==> src/rtl/step_controller_if.sv <==
// Pipeline-facing bundle of the step controller: advance pulse, debug
// register select and status out; retired PC back in.
interface step_controller_if;
  logic        step_en;
  logic [4:0]  reg_sel;
  logic        running;
  logic        bp_hit;
  logic [15:0] step_count;
  logic [31:0] pc_value;

  modport master (output step_en, reg_sel, running, bp_hit, step_count,
                  input  pc_value);
  modport slave  (input  step_en, reg_sel, running, bp_hit, step_count,
                  output pc_value);
endinterface

==> src/rtl/step_controller.sv <==
// Board sequencer: debounced step/run keys drive a single-cycle pipeline
// clock enable (single-step, divided free-run, PC breakpoint) and a debug reg index.
module step_controller #(
  parameter logic [15:0] DB_CYCLES = 16'd50000,
  parameter logic [31:0] RUN_DIV   = 32'd12500000,
  parameter logic [31:0] SCAN_DIV  = 32'd50000000
) (
  input  logic                      clk,
  input  logic                      reset,
  input  logic                      key_step_n,
  input  logic                      key_run_n,
  input  logic [4:0]                sw_sel,
  input  logic                      sw_scan,
  input  logic                      bp_en,
  input  logic [7:0]                bp_addr,
  step_controller_if.master         bus
);
  localparam int NUM_KEYS = 2;  // bit 0 = step, bit 1 = run

  typedef enum logic [1:0] {S_IDLE, S_RUN, S_BREAK} state_t;

  logic [NUM_KEYS-1:0]       sync1, sync2, db_lvl, press;
  logic [NUM_KEYS-1:0][15:0] db_cnt;
  state_t                    state;
  logic [31:0]               rate_cnt, scan_cnt;
  logic                      first;
  logic                      step_p, run_p;
  logic                      unused_pc;

  assign step_p    = press[0];
  assign run_p     = press[1];
  assign unused_pc = ^bus.pc_value[31:8];

  // Keys are active-low; "released" is the high level.
  always_ff @(posedge clk) begin
    if (reset) begin
      sync1  <= '1;
      sync2  <= '1;
      db_lvl <= '1;
      db_cnt <= '0;
      press  <= '0;
    end else begin
      sync1 <= {key_run_n, key_step_n};
      sync2 <= sync1;
      for (int k = 0; k < NUM_KEYS; k++) begin
        press[k] <= 1'b0;
        if (sync2[k] == db_lvl[k]) begin
          db_cnt[k] <= '0;
        end else if (db_cnt[k] == DB_CYCLES) begin
          db_lvl[k] <= sync2[k];
          db_cnt[k] <= '0;
          press[k]  <= ~sync2[k];
        end else begin
          db_cnt[k] <= db_cnt[k] + 16'd1;
        end
      end
    end
  end

  always_ff @(posedge clk) begin
    if (reset) begin
      state          <= S_IDLE;
      rate_cnt       <= '0;
      first          <= 1'b0;
      bus.step_en    <= 1'b0;
      bus.running    <= 1'b0;
      bus.bp_hit     <= 1'b0;
      bus.step_count <= '0;
    end else begin
      bus.step_en    <= 1'b0;
      bus.step_count <= bus.step_count + {15'd0, bus.step_en};
      case (state)
        S_IDLE: begin
          if (run_p) begin
            state       <= S_RUN;
            bus.running <= 1'b1;
            rate_cnt    <= '0;
            first       <= 1'b1;
          end else if (step_p) begin
            bus.step_en <= 1'b1;
          end
        end
        S_RUN: begin
          // A run press wins over a step falling due in the same cycle.
          if (run_p) begin
            state       <= S_IDLE;
            bus.running <= 1'b0;
          end else if (rate_cnt == RUN_DIV - 32'd1) begin
            rate_cnt <= '0;
            if (!first && bp_en && bus.pc_value[7:0] == bp_addr) begin
              state       <= S_BREAK;
              bus.running <= 1'b0;
              bus.bp_hit  <= 1'b1;
            end else begin
              bus.step_en <= 1'b1;
              first       <= 1'b0;
            end
          end else begin
            rate_cnt <= rate_cnt + 32'd1;
          end
        end
        S_BREAK: begin
          // Re-entering RUN skips the check once so execution can leave the bp PC.
          if (run_p) begin
            state       <= S_RUN;
            bus.running <= 1'b1;
            bus.bp_hit  <= 1'b0;
            rate_cnt    <= '0;
            first       <= 1'b1;
          end else if (step_p) begin
            bus.step_en <= 1'b1;
          end
        end
        default: begin
          state       <= S_IDLE;
          bus.running <= 1'b0;
          bus.bp_hit  <= 1'b0;
        end
      endcase
    end
  end

  always_ff @(posedge clk) begin
    if (reset) begin
      bus.reg_sel <= '0;
      scan_cnt    <= '0;
    end else if (!sw_scan) begin
      bus.reg_sel <= sw_sel;
      scan_cnt    <= '0;
    end else if (scan_cnt == SCAN_DIV - 32'd1) begin
      bus.reg_sel <= bus.reg_sel + 5'd1;
      scan_cnt    <= '0;
    end else begin
      scan_cnt <= scan_cnt + 32'd1;
    end
  end
endmodule

==> src/flat_wrapper.sv <==
// flat-port wrapper written by rule: the top's interface ports become plain ports
module step_controller_flat 
#(
  parameter logic [15:0] DB_CYCLES = 16'd50000,
  parameter logic [31:0] RUN_DIV   = 32'd12500000,
  parameter logic [31:0] SCAN_DIV  = 32'd50000000
)
  (clk, reset, key_step_n, key_run_n, sw_sel, sw_scan, bp_en, bp_addr, bus_step_en, bus_reg_sel, bus_running, bus_bp_hit, bus_step_count, bus_pc_value);
  step_controller_if bus_i ();
  input  logic clk;
  input  logic reset;
  input  logic key_step_n;
  input  logic key_run_n;
  input  logic [4:0] sw_sel;
  input  logic sw_scan;
  input  logic bp_en;
  input  logic [7:0] bp_addr;
  output wire logic [$bits(bus_i.step_en)-1:0] bus_step_en;
  output wire logic [$bits(bus_i.reg_sel)-1:0] bus_reg_sel;
  output wire logic [$bits(bus_i.running)-1:0] bus_running;
  output wire logic [$bits(bus_i.bp_hit)-1:0] bus_bp_hit;
  output wire logic [$bits(bus_i.step_count)-1:0] bus_step_count;
  input wire logic [$bits(bus_i.pc_value)-1:0] bus_pc_value;
  assign bus_step_en = bus_i.step_en;
  assign bus_reg_sel = bus_i.reg_sel;
  assign bus_running = bus_i.running;
  assign bus_bp_hit = bus_i.bp_hit;
  assign bus_step_count = bus_i.step_count;
  assign bus_i.pc_value = bus_pc_value;
  step_controller #(.DB_CYCLES(DB_CYCLES), .RUN_DIV(RUN_DIV), .SCAN_DIV(SCAN_DIV)) u_core (.clk(clk), .reset(reset), .key_step_n(key_step_n), .key_run_n(key_run_n), .sw_sel(sw_sel), .sw_scan(sw_scan), .bp_en(bp_en), .bp_addr(bp_addr), .bus(bus_i));
endmodule
==> config.mk <==
export PLATFORM = sky130hd
export DESIGN_NAME = step_controller_flat
export DESIGN_NICKNAME = d
export VERILOG_FILES = /design/src/rtl/step_controller_if.sv /design/src/rtl/step_controller.sv /design/src/flat_wrapper.sv
export SDC_FILE = /design/constraint.sdc
export NUM_CORES = 1
export LEC_CHECK = 0
export CORE_UTILIZATION = 45
export CTS_CLUSTER_DIAMETER = 120
export DETAILED_ROUTE_END_ITERATION = 16
export PLACE_DENSITY_LB_ADDON = 0.12
export RECOVER_POWER = 25
export SLEW_MARGIN = 20
export SYNTH_ARGS = -nofsm -noshare
export SYNTH_HDL_FRONTEND = slang
export SYNTH_SLANG_ARGS = --single-unit
export TNS_END_PERCENT = 100
==> constraint.sdc <==
create_clock -name clk -period 2.4 [get_ports clk]
set_input_delay 0.6 -clock clk [delete_from_list [all_inputs] [get_ports clk]]
set_output_delay 0.6 -clock clk [all_outputs]
set_load 0.01 [all_outputs]
==> flow_summary.json <==
{
  "run_status": "completed",
  "switching_share": 0.200,
  "terminating_pin_of_the_worst_hold_path": "u_core.sync2[1]",
  "synth_sequential_area_ratio": 0.419,
  "timing_worst_setup_path_type": "reg -> reg",
  "power.internal_uw": 4050,
  "setup-violations-final": 0,
  "routed_wire_length_per_instance_microns": 14.1,
  "arrival_ps": 2640,
  "dpl.hpwl_mm": 9.88,
  "design.core.area_sq_mm": 0.0134,
  "ys_dominant_reg_cell": "dfxtp_1",
  "insertedDiodeCount": 0,
  "cpLargestDelayFamily": "simple AND/OR/NAND/NOR gates",
  "num_io_pins": 75,
  "seq_power_share": 0.434,
  "tritoncts.num_buffers": 17,
  "clk_pin_slew_worst_paths_ps": 50,
  "wl_mm": 14.2,
  "clock_skew_ps": 5.96,
  "path_buf_inv": 0,
  "vias": 5509,
  "timing.critical_path.cells": "and4_2 > nand4_1 > or4_1 > or4_1 > a211oi_2",
  "reg2reg_depth": 5,
  "ir_worst_vdd_mv": 0.461,
  "synthesis.yosys.warnings": 0,
  "via_count_of_the_first_global_routing_pass": 5406,
  "gp_congestion": 0.859,
  "vias_per_cell": 5.49,
  "netlist-cell-type-count": 53,
  "max_freq_mhz": 433,
  "htreeDepth": 4,
  "mappedNetlistArea_sq_mm": 0.00626,
  "clkSinkCount": 131,
  "buffer_ports.inserted": 50,
  "postLayoutCoreUtil": 0.574,
  "tritoncts": "built",
  "design.die.area_sq_mm": 0.0144,
  "floorplan.initialDensity": 0.467,
  "final_design_area_no_fill_sq_mm": 0.00769,
  "grt_pass1_wl_mm": 24.3,
  "remaining_drc_errors": 0,
  "fin_crit_sh": 0.961,
  "worstPathMaxFanout": 6,
  "drt_iter0_drcs": 329,
  "synth_cells": 749,
  "crit_path_top_delay_cell": "or4_1",
  "required_time_of_the_critical_path_ps": 2730,
  "placed_cell_area_sq_mm": 0.00706,
  "worstSetupEndpointType": "flip-flop",
  "worstHoldPathType": "reg -> reg",
  "power.static_leakage_uw": 0.00249,
  "final_cells": 1003,
  "slew_viol_final": 0,
  "power_switching_uw": 1010,
  "finalHoldViolCount": 0,
  "ant_nets": 0,
  "min_from": "u_core.sync1[1]",
  "power.clock.fraction": 0.538,
  "globalRoute.totalOverflow": 0,
  "timing.reg2reg.setup_slack_ps": 90,
  "post-cts-setup-buffers": 0,
  "fp.dieH_microns": 120,
  "ys_ff_latch": 131,
  "syn-num-nets": 809,
  "path_common_cell": "or4_1",
  "tightestPinTransition_ps": 896,
  "crit-reg2reg-launch": "u_core.rate_cnt[12]",
  "timing.max_slew.rel_slack": 0.403,
  "synth_edf_count": 0,
  "timing.hold.ws_ps": 413,
  "fp-row-count": 42,
  "postSynth.asyncResetShare": 0,
  "clock-root-buffer": "clkbuf_16",
  "clk_lat_worst_skew_ps": 410,
  "cts-root-to-sink-buffers": 2,
  "grt_start_max_net_pins": 33,
  "dr.pass1.iters": 4,
  "layout-area-overhead-vs-synth_pct": 22.8,
  "power.total_uw": 5060,
  "comb_power_share": 0.028,
  "die_w_microns": 120,
  "critical_path.startpoint_type": "flip-flop",
  "cts_hold_buf": 0,
  "post_route_cells_drive_above_1_share": 0.0834,
  "final_period_minus_worst_setup_slack_ps": 2310,
  "num-nets-final": 874,
  "grt_antenna_before_repair": 0,
  "gr-usage-all-layers": 0.209,
  "post_synth.cell_area_avg_sq_um": 8.36,
  "largest_stage_delay_worst_path_ps": 650,
  "grt_setup_unrepaired": "no",
  "post-place-cells": 971,
  "p_per_area_mw_per_mm2": 658,
  "worstReg2RegEnd": "u_core.state[1]",
  "max_cap_violations": 0,
  "holdPathStages": 1
}
[power groups by stage]
stage	Combinational, uW	Clock (uW)	Sequential [uW]
floorplan	65.0	0	2250
global placement	139	0	2240
detailed placement	142	0	2250
CTS	143	2770	2200
global route	154	2890	2200
finish	140	2720	2200
[cell usage after synthesis, drive strengths merged, types with 15 or more instances]
master  count  share of area
clkbuf     23          0.014
nand3      59          0.047
inv        23          0.014
xor2       45          0.063
nand4      35          0.035
dfxtp     131           0.42
xnor2      38          0.053
nand2      56          0.034
nor2      109          0.065
and3       15          0.015
nor4       28          0.030
a31oi      29          0.029
nor3       22          0.018
[sequential cells by signal (all words and copies together), names as in the netlist, 2 cells and up]
| name | cells |
|---|---|
| u_core.press | 2 |
| u_core.bus.reg_sel | 5 |
| u_core.db_cnt | 32 |
| u_core.state | 2 |
| u_core.db_lvl | 2 |
| u_core.scan_cnt | 32 |
| u_core.sync1 | 2 |
| u_core.rate_cnt | 32 |
| u_core.bus.step_count | 16 |
| u_core.sync2 | 2 |
[stage by stage]
stage | TNS (ps) | setup WS [ps]
after floorplan | 0 | 384
after global placement | -114 | -114
after detailed placement | -139 | -139
after CTS | 0 | 84.6
after global routing | 0 | 0.780
final | 0 | 92.8
[worst register-to-register path: stages, from the launching register on]
cell and delay, ps:
dfxtp_1 400, and4_2 320, nand4_1 170, or4_1 650, or4_1 460, a211oi_2 220
[kinds of logic (layout without fill, tap and decap cells)]
kind of cell / count (synthesis) / after routing / share of synthesized area
AO/OA/AOI/OAI: 83 / 83 / 0.0908
XOR/XNOR: 83 / 83 / 0.116
adder cells (fa/ha/maj): 9 / 9 / 0.0180
buffers and inverters: 55 / 133 / 0.0344
flip-flops: 131 / 131 / 0.419
multiplexers: 2 / 2 / 0.00320
AND/OR/NAND/NOR: 386 / 386 / 0.318
[cell usage in the layout (no fill, tap or decap), drive strengths merged, types with 15 or more instances in the layout]
cell type / count
nor3: 22
nand2: 56
and3: 15
a31oi: 29
nand3: 59
nand4: 35
dfxtp: 131
buf: 26
xnor2: 38
clkdlybuf4s50: 49
xor2: 45
inv: 23
nor4: 28
nor2: 109
clkbuf: 25
[repair_timing]
item                                   in CTS  in global routing
gates resized for setup                     0                  3
setup endpoints to repair                   0                  2
endpoints found under the hold margin       0                  0
[routing by layer]
metal,vias up,share of wire,global-route usage
met3,9,0.040,0.0632
met2,96,0.48,0.351
met5,-,0,0
li1,2811,-,-
met1,2593,0.47,0.253
met4,0,0.0087,0.0656
[worst max path at each step]
stage	start	cells past startpoint	slack, ps	to
detailed placement	bus_pc_value[7]	6	-140	u_core.state[1]
floorplan	u_core.rate_cnt[0]	7	380	u_core.rate_cnt[30]
CTS	u_core.rate_cnt[11]	5	80	u_core.state[1]
global route	u_core.rate_cnt[12]	5	0.8	u_core.state[1]
finish	u_core.rate_cnt[12]	5	90	u_core.state[1]
global placement	bp_addr[7]	6	-110	u_core.state[1]
[final cells by class]
cell class,count,area (sq um)
Clock inverter,9,153
Multi-Input combinational cell,563,3440
Clock buffer,23,468
Inverter,24,90.1
Sequential cell,131,2620
Tap cell,176,220
Timing Repair Buffer,77,693
Fill cell,1235,5710
No activity file was read; power rests on OpenSTA's default activity.
